## config.mk

```make
export PLATFORM = sky130hd
export DESIGN_NAME = abs_16
export DESIGN_NICKNAME = d
export VERILOG_FILES = /design/src/rtl/abs_16.sv
export SDC_FILE = /design/constraint.sdc
export NUM_CORES = 1
export LEC_CHECK = 0
export ABC_AREA = 1
export BUFFER_PORTS_ARGS = -buffer_cell sky130_fd_sc_hd__buf_2
export CAP_MARGIN = 20
export CORE_ASPECT_RATIO = 0.8
export CORE_UTILIZATION = 40
export DETAILED_ROUTE_END_ITERATION = 10
export HOLD_SLACK_MARGIN = 0.02
export PLACE_DENSITY_LB_ADDON = 0.15
export SLEW_MARGIN = 25
export SYNTH_ARGS = -nofsm -noshare
export SYNTH_HDL_FRONTEND = slang
export SYNTH_SLANG_ARGS = --single-unit
```

## constraint.sdc

```tcl
create_clock -name clk -period 1.35 [get_ports clk]
set_clock_uncertainty 0.2 [all_clocks]
set_input_delay 0.2025 -clock clk [delete_from_list [all_inputs] [get_ports clk]]
set_output_delay 0.2025 -clock clk [all_outputs]
set_load 0.05 [all_outputs]
```

## src/rtl/abs_16.sv

```systemverilog
// Registered signed absolute-value unit: abs_a = |a| one cycle after in_valid.
// Optional macro ABS16_SATURATE_EN clamps the most-negative input to 2^(N-1)-1 instead of wrapping.
module abs_16 #(
  parameter int N = 16
) (
  input  logic         clk,
  input  logic         rst,
  input  logic         in_valid,
  input  logic [N-1:0] a,
  output logic         out_valid,
  output logic [N-1:0] abs_a,
  output logic         ovf
);

  localparam logic [N-1:0] MOST_NEG = {1'b1, {(N-1){1'b0}}};
  localparam logic [N-1:0] MOST_POS = {1'b0, {(N-1){1'b1}}};

  logic         valid_d, valid_q;
  logic [N-1:0] abs_d, abs_q;
  logic         ovf_d, ovf_q;
  logic         is_most_neg;
  logic [N-1:0] negated;
  logic [N-1:0] magnitude;

  always_comb begin
    is_most_neg = (a == MOST_NEG);
    negated     = (~a) + {{(N-1){1'b0}}, 1'b1};
    magnitude   = a[N-1] ? negated : a;
`ifdef ABS16_SATURATE_EN
    if (is_most_neg) begin
      magnitude = MOST_POS;
    end
`endif
  end

  // Capture is enable-gated so an idle (possibly X) operand never reaches the registers.
  always_comb begin
    valid_d = in_valid;
    abs_d   = abs_q;
    ovf_d   = ovf_q;
    if (in_valid) begin
      abs_d = magnitude;
      ovf_d = is_most_neg;
    end
  end

  always_ff @(posedge clk) begin
    if (rst) begin
      valid_q <= 1'b0;
      abs_q   <= '0;
      ovf_q   <= 1'b0;
    end else begin
      valid_q <= valid_d;
      abs_q   <= abs_d;
      ovf_q   <= ovf_d;
    end
  end

  assign out_valid = valid_q;
  assign abs_a     = abs_q;
  assign ovf       = ovf_q;

endmodule

```

==> metrics, run 1 <==
outcome=finished clean; classification of the worst setup path=flop to output pin; Critical-path top delay cell=sky130_fd_sc_hd__dfxtp_1; post-synthesis average cell area=roughly 6.4 um^2; worst hold path cell count=4; number of antenna violations at the first check in global routing=0; distinct cell type count after synthesis=21; most common cell after layout, fill and taps aside=sky130_fd_sc_hd__nand2_1; clock buffer depth=2; largest net degree at the start of global routing=20; Crit. End Element=output pin; max-capacitance violation count=0; Worst Path Arrival=0.91 ns; Post-Synthesis Net Count=185; crit path buf inv count=1; die footprint=0.002861 mm^2; critical path launch point=abs_a[15]$_SDFFE_PP0P_; worst hold start=a[14]; worst-path cell chain=buf_2; number of ports placed on the die boundary=37; number of vias in the routed layout=1185; cell area reported after detailed placement=between 0.001 and 0.0015 mm^2; sequential area share after synthesis=between 30% and 40%; commonest non-fill, non-tap cells in the layout=33 x sky130_fd_sc_hd__nand2_1, 31 x sky130_fd_sc_hd__buf_2, 26 x sky130_fd_sc_hd__nor2_1; worst voltage drop across the vdd grid=approximately 0.46 mV; maximum frequency from static timing analysis=761.7 MHz; Util after Layout=57.26%; P&R area growth vs syn=34.12%; kind of start point of the critical path=flop; post-route fraction of the period consumed by the critical path=97.25%; reg-to-reg slack, setup=0.48 ns; count of final max-slew check failures=0; half-perimeter wire length after detailed placement=2.068 mm; count of buffers inserted at the top-level ports=36; via count of the first global-routing pass=between 900 and 1000; headroom to the max-slew limit=78.09%; clock tree from TritonCTS=built; mean routed wirelength per cell=10.42 um; Worst-Margin Slew=0.3257 ns; clock edge transition at the registers on the reported setup and hold paths=between 0.1 and 0.15 ns; minimum setup slack in the final design=between 0.03 and 0.04 ns; DRC violation count after routing=0; largest delay contributor family on the critical path=flip-flops; Clock Root Buffer=sky130_fd_sc_hd__clkbuf_4; post-place setup slack=-0.1415 ns; combined area of all synthesized cells=about 0.0011 mm^2; TritonCTS Sinks=18; number of inserted diodes=0; Hold Crit Class=primary input to flop; crit-path max cell delay=0.35 ns; initial drt markers=62; number of routed nets with antenna violations=0; latest clock arrival within the worst-skew pair=0.30 ns; x dimension of the die=59.55 um; depth of the worst register-to-register path=2; leakage dissipation=0.7516 nW; Final setup violation count=0; via count normalized by instance count=4.721; starting density of the core=42.69%; wire length of the first global-routing pass=approximately 4 mm; minimum clock period after layout=roughly 1.3 ns; FF-to-FF End=abs_a[8]$_SDFFE_PP0P_; number of iterations in the first detailed-routing pass=4; number of core rows=16; total non-filler cell area in the finished layout=0.001421 mm^2; CP required=0.95 ns; end point of the most critical hold path=abs_a[14]$_SDFFE_PP0P_; Hold Vio Cnt, Final=0; post-route setup TNS=0 ns; height of the die=approximately 48 um; Net count, final=236; top fanout value on the critical path=2; share of cells above drive strength 1=27.91%; pwr/cell area=a little over 900 mW/mm^2; Post-CTS Setup Bufs=0; total number of H-tree levels=1; sum of routed wire length over all layers=between 2 and 3 mm; total overflow reported by the global router=0; setup repair after global routing missed its margin=false; Global Route Usage Sum=approximately a fifth; total CTS buffers=3; Crit Reg-Reg Startpoint=abs_a[8]$_SDFFE_PP0P_; number of flip-flops and latches in the synthesized netlist=18; CORE AREA=between 0.002 and 0.0025 mm^2; routability cong.=0.8044; total number of yosys warnings=0; Layout fillers=265; number of instances in the synthesized netlist=around 170
flip-flops by register name, summed over array words and instances (netlist names):
register   cells
ovf            1
out_valid      1
abs_a         16
power by group:
part           leakage (nW)  switching (W)  internal (W)
sequential            0.149      0.0000147      0.000566
combinational         0.581       0.000269      0.000128
clock                0.0210       0.000177      0.000164
stage by stage:
| stage | cells | hold slack (ns) | power, W |
|---|---|---|---|
| floorplan | 165 | 0.07157 | 0.0008572 |
| global placement | 244 | 0.2492 | 0.0009750 |
| detailed placement | 244 | 0.2551 | 0.0009799 |
| CTS | 251 | 0.01147 | 0.001329 |
| global route | 251 | 0.03693 | 0.001387 |
| finish | 251 | 0.01682 | 0.001320 |
synthesized netlist by cell type:
library cell	number	area, um^2
sky130_fd_sc_hd__a21oi_1	12	60.06
sky130_fd_sc_hd__a21oi_2	1	8.760
sky130_fd_sc_hd__a31oi_1	2	12.51
sky130_fd_sc_hd__and2_1	1	6.260
sky130_fd_sc_hd__buf_2	2	10.01
sky130_fd_sc_hd__buf_6	2	22.52
sky130_fd_sc_hd__clkbuf_1	2	7.510
sky130_fd_sc_hd__dfxtp_1	18	360.4
sky130_fd_sc_hd__ha_1	1	12.51
sky130_fd_sc_hd__inv_1	22	82.58
sky130_fd_sc_hd__nand2_1	33	123.9
sky130_fd_sc_hd__nand2_2	2	12.51
sky130_fd_sc_hd__nand3_1	14	70.07
sky130_fd_sc_hd__nand3_2	1	10.01
sky130_fd_sc_hd__nand3b_1	1	7.510
sky130_fd_sc_hd__nor2_1	26	97.59
sky130_fd_sc_hd__nor2_2	2	12.51
sky130_fd_sc_hd__nor4_1	1	6.260
sky130_fd_sc_hd__o21ai_0	17	85.08
sky130_fd_sc_hd__o21ai_4	1	16.27
sky130_fd_sc_hd__xor2_1	4	35.03
timing repair:
action	CTS	global route
hold endpoints to repair	8	0
endpoints found under the setup margin	0	5
hold buffers	3	0
resized for setup	0	5
metal layers:
metal | GRT usage, % | routed length [um] | vias up
met3 | 5.135 | 159 | 0
met4 | 2.791 | 0 | 0
met2 | 32.81 | 1186 | 37
met5 | 0 | 0 | -
li1 | - | - | 626
met1 | 24.80 | 1269 | 522
layout make-up:
cell class / count / area [um^2] / share of cell area (%)
flip-flops and latches: 18 / 360.3 / 25.35
multi-input cells: 119 / 576.8 / 40.58
repair buffers: 52 / 320.3 / 22.54
well taps: 36 / 45.04 / 3.169
clock buffers: 4 / 36.28 / 2.553
inverters: 22 / 82.58 / 5.810
logic make-up after synthesis:
family / share of synthesized area, %
flip-flops: 34.00
AND/OR/NAND/NOR: 32.70
AO/OA/AOI/OAI: 17.24
adder cells (fa/ha/maj): 1.180
XOR/XNOR: 3.305
buffers and inverters: 11.57
worst max path at each step:
stage | to | slack (ns) | cells after the start
finish | abs_a[15] | 0.04 | 1
global route | abs_a[1] | 0.002 | 1
CTS | abs_a[8] | 0.01 | 1
detailed placement | abs_a[10]$_SDFFE_PP0P_ | -0.14 | 10
global placement | abs_a[10]$_SDFFE_PP0P_ | -0.13 | 10
floorplan | abs_a[10]$_SDFFE_PP0P_ | 0.05 | 9
Power figures use the tool's default switching activity.
==> run 2, diff against run 1 <==
--- a/config.mk
+++ b/config.mk
@@ -9,7 +9,7 @@
 export BUFFER_PORTS_ARGS = -buffer_cell sky130_fd_sc_hd__buf_2
 export CAP_MARGIN = 20
 export CORE_ASPECT_RATIO = 0.8
-export CORE_UTILIZATION = 40
+export CORE_UTILIZATION = 44
 export DETAILED_ROUTE_END_ITERATION = 10
 export HOLD_SLACK_MARGIN = 0.02
 export PLACE_DENSITY_LB_ADDON = 0.15
==> run 2 against run 1 <==
The run now ends with DRC left. Clock power up 2%. Hold slack better by 0.013 ns. Core utilization up 6.0 points. Count of clock-buffer cells in the layout unchanged. Critical path type unchanged. Final area down 1.5%. Largest power group unchanged. Non-clock buffer count down 3. Setup slack better by 0.011 ns. Critical path depth unchanged. Total power up 0.74%. Sequential cell count unchanged. Global-route usage up 3.8 points.
==> metrics, run 2 (same netlist as run 1, synthesis figures left out) <==
die footprint=0.002610 mm^2 (was 0.002861 mm^2); initial drt markers=27 (was 62); TritonCTS Sinks=18 (unchanged); dpl cells=229 (was 244); most common cell after layout, fill and taps aside=sky130_fd_sc_hd__nand2_1 (unchanged); Critical-path top delay cell=sky130_fd_sc_hd__dfxtp_1 (unchanged); Crit Reg-Reg Startpoint=abs_a[8]$_SDFFE_PP0P_ (unchanged); clock buffer depth=2 (unchanged); Switching Power=0.0004704 W (was 0.0004609 W); reg-to-reg slack, setup=0.49 ns (was 0.48 ns); failing checks=DRC; max-capacitance violation count=0 (unchanged); pwr/cell area=949.6 mW/mm^2 (was 928.5 mW/mm^2); clock group share of total power=26.2% (was 25.9%); Final setup violation count=0 (unchanged); number of ports placed on the die boundary=37 (unchanged); worst voltage drop across the vdd grid=0.6116 mV (was 0.4591 mV); Layout fillers=214 (was 265); worst-path cell chain=buf_2 (unchanged); Net count, final=233 (was 236); number of core rows=15 (was 16); part of the total power dissipated in sequential elements=43.7% (was 44.0%); leakage dissipation=0.7330 nW (was 0.7516 nW); combinational share of power=30.2% (was 30.1%); CORE AREA=0.002215 mm^2 (was 0.002482 mm^2); cell area reported after detailed placement=0.001299 mm^2 (was 0.001343 mm^2); total non-filler cell area in the finished layout=0.001400 mm^2 (was 0.001421 mm^2); Sequential cell area=360.3 um^2 (unchanged); worst hold start=a[14] (unchanged); clock tree from TritonCTS=built (unchanged); P&R area growth vs syn=32.11% (was 34.12%); clock edge transition at the registers on the reported setup and hold paths=0.12 ns (was 0.11 ns); share of cells above drive strength 1=26.89% (was 27.91%); number of antenna violations at the first check in global routing=0 (unchanged); total CTS buffers=3 (unchanged); internal power=0.0008591 W (was 0.0008589 W); largest net degree at the start of global routing=14 (was 20); number of vias in the routed layout=1183 (was 1185); number of inserted diodes=0 (unchanged); mean routed wirelength per cell=11.55 um (was 10.42 um); CP required=0.95 ns (about the same); Clock Root Buffer=sky130_fd_sc_hd__clkbuf_4 (unchanged); number of routed nets with antenna violations=0 (unchanged); total overflow reported by the global router=0 (unchanged); total number of H-tree levels=1 (unchanged); height of the die=45.90 um (was 48.04 um); Crit. End Element=output pin (unchanged); depth of the worst register-to-register path=2 (unchanged); number of hold-repair buffers added at the cts stage=4 (was 3); worst hold path cell count=4 (unchanged); post-route setup TNS=0 ns (unchanged); number of flip-flops in the largest register=16 (unchanged); largest delay contributor family on the critical path=flip-flops (unchanged); headroom to the max-slew limit=76.00% (was 78.09%); outcome=finished, violations left (was finished clean); via count normalized by instance count=4.992 (was 4.721); x dimension of the die=56.87 um (was 59.55 um); commonest non-fill, non-tap cells in the layout=33 x sky130_fd_sc_hd__nand2_1, 27 x sky130_fd_sc_hd__buf_2, 26 x sky130_fd_sc_hd__nor2_1 (was 33 x sky130_fd_sc_hd__nand2_1, 31 x sky130_fd_sc_hd__buf_2, 26 x sky130_fd_sc_hd__nor2_1); kind of start point of the critical path=flop (unchanged); DRC violation count after routing=6 (was 0); multi-input gate area in the final layout=579.3 um^2 (was 576.8 um^2); routability cong.=0.8868 (was 0.8044); half-perimeter wire length after detailed placement=2.067 mm (was 2.068 mm); wire length of the first global-routing pass=4.464 mm (was 4.015 mm); Worst Path Arrival=0.90 ns (was 0.91 ns); Hold Vio Cnt, Final=0 (unchanged); sum of internal, switching and leakage power=0.001330 W (was 0.001320 W); crit-path max cell delay=0.34 ns (was 0.35 ns); starting density of the core=47.85% (was 42.69%); Worst-Margin Slew=0.3567 ns (was 0.3257 ns); count of final max-slew check failures=0 (unchanged); Global Route Usage Sum=22.81% (was 19.04%); post-route fraction of the period consumed by the critical path=96.46% (was 97.25%); top fanout value on the critical path=2 (unchanged); count of buffers inserted at the top-level ports=36 (unchanged); FF-to-FF End=abs_a[8]$_SDFFE_PP0P_ (unchanged); crit path buf inv count=1 (unchanged); number of iterations in the first detailed-routing pass=7 (was 4); end point of the most critical hold path=ovf$_SDFFE_PP0P_ (was abs_a[14]$_SDFFE_PP0P_); latest clock arrival within the worst-skew pair=0.29 ns (was 0.30 ns); minimum clock period after layout=1.302 ns (was 1.313 ns); final standard cell count with taps included and fillers excluded=237 (was 251); setup repair after global routing missed its margin=false (unchanged); post-place setup slack=-0.1818 ns (was -0.1415 ns); switching share of total power=35.38% (was 34.92%); classification of the worst setup path=flop to output pin (unchanged); via count of the first global-routing pass=1048 (was 980); sum of routed wire length over all layers=2.737 mm (was 2.616 mm); minimum setup slack in the final design=0.04775 ns (was 0.03713 ns); maximum frequency from static timing analysis=767.9 MHz (was 761.7 MHz); Hold Crit Class=primary input to flop (unchanged)
run 2: cell count changes in the layout (fill, tap and decap cells not counted):
cell,delta
sky130_fd_sc_hd__clkbuf_4,+4
sky130_fd_sc_hd__dlygate4sd3_1,+1
sky130_fd_sc_hd__buf_2,-4
sky130_fd_sc_hd__ha_2,+1
sky130_fd_sc_hd__ha_1,-1
sky130_fd_sc_hd__buf_4,-4
run 2: what timing repair did:
action,CTS,global route
buffers inserted,0,0
setup endpoints to repair,0,10
endpoints found under the hold margin,8,1
resized for setup,0,10
run 2: power groups by stage:
stage	logic, W	clock network (W)	registers [W]
finish	0.000401	0.000348	0.000581
global placement	0.000376	0	0.000591
global route	0.000434	0.000383	0.000586
CTS	0.000391	0.000363	0.000581
floorplan	0.000140	0	0.000717
detailed placement	0.000379	0	0.000593
run 2: cell type report:
type                            count  share of cell area [%]
Timing Repair Buffer               49                   22.16
Tap cell                           25                   2.234
Multi-Input combinational cell    119                   41.38
Inverter                           22                   5.898
Sequential cell                    18                   25.74
Clock buffer                        4                   2.592
run 2: worst max path at each step:
stage | to | slack [ns] | start | cells after the start
floorplan | abs_a[10]$_SDFFE_PP0P_ | 0.05 | a[0] | 9
global placement | abs_a[10]$_SDFFE_PP0P_ | -0.13 | a[1] | 10
detailed placement | abs_a[10]$_SDFFE_PP0P_ | -0.18 | a[1] | 10
CTS | ovf | 0.01 | ovf$_SDFFE_PP0P_ | 1
global route | abs_a[13] | 0.0009 | abs_a[13]$_SDFFE_PP0P_ | 1
finish | abs_a[3] | 0.05 | abs_a[3]$_SDFFE_PP0P_ | 1
run 2: metrics by stage:
stage / util [%] / hold WS (ns)
floorplan: - / 0.07157
global placement: 58.64 / 0.2427
detailed placement: 58.64 / 0.2504
CTS: 62.09 / 0.01866
global route: 63.22 / 0.01729
finish: 63.22 / 0.02989
run 2: metal layers:
layer | GRT usage (%) | vias to the layer above | share of wire, %
li1 | - | 616 | -
met3 | 6.250 | 2 | 6.2
met5 | 0 | - | 0
met4 | 5.854 | 0 | 0.58
met1 | 28.28 | 529 | 47
met2 | 40.00 | 36 | 46
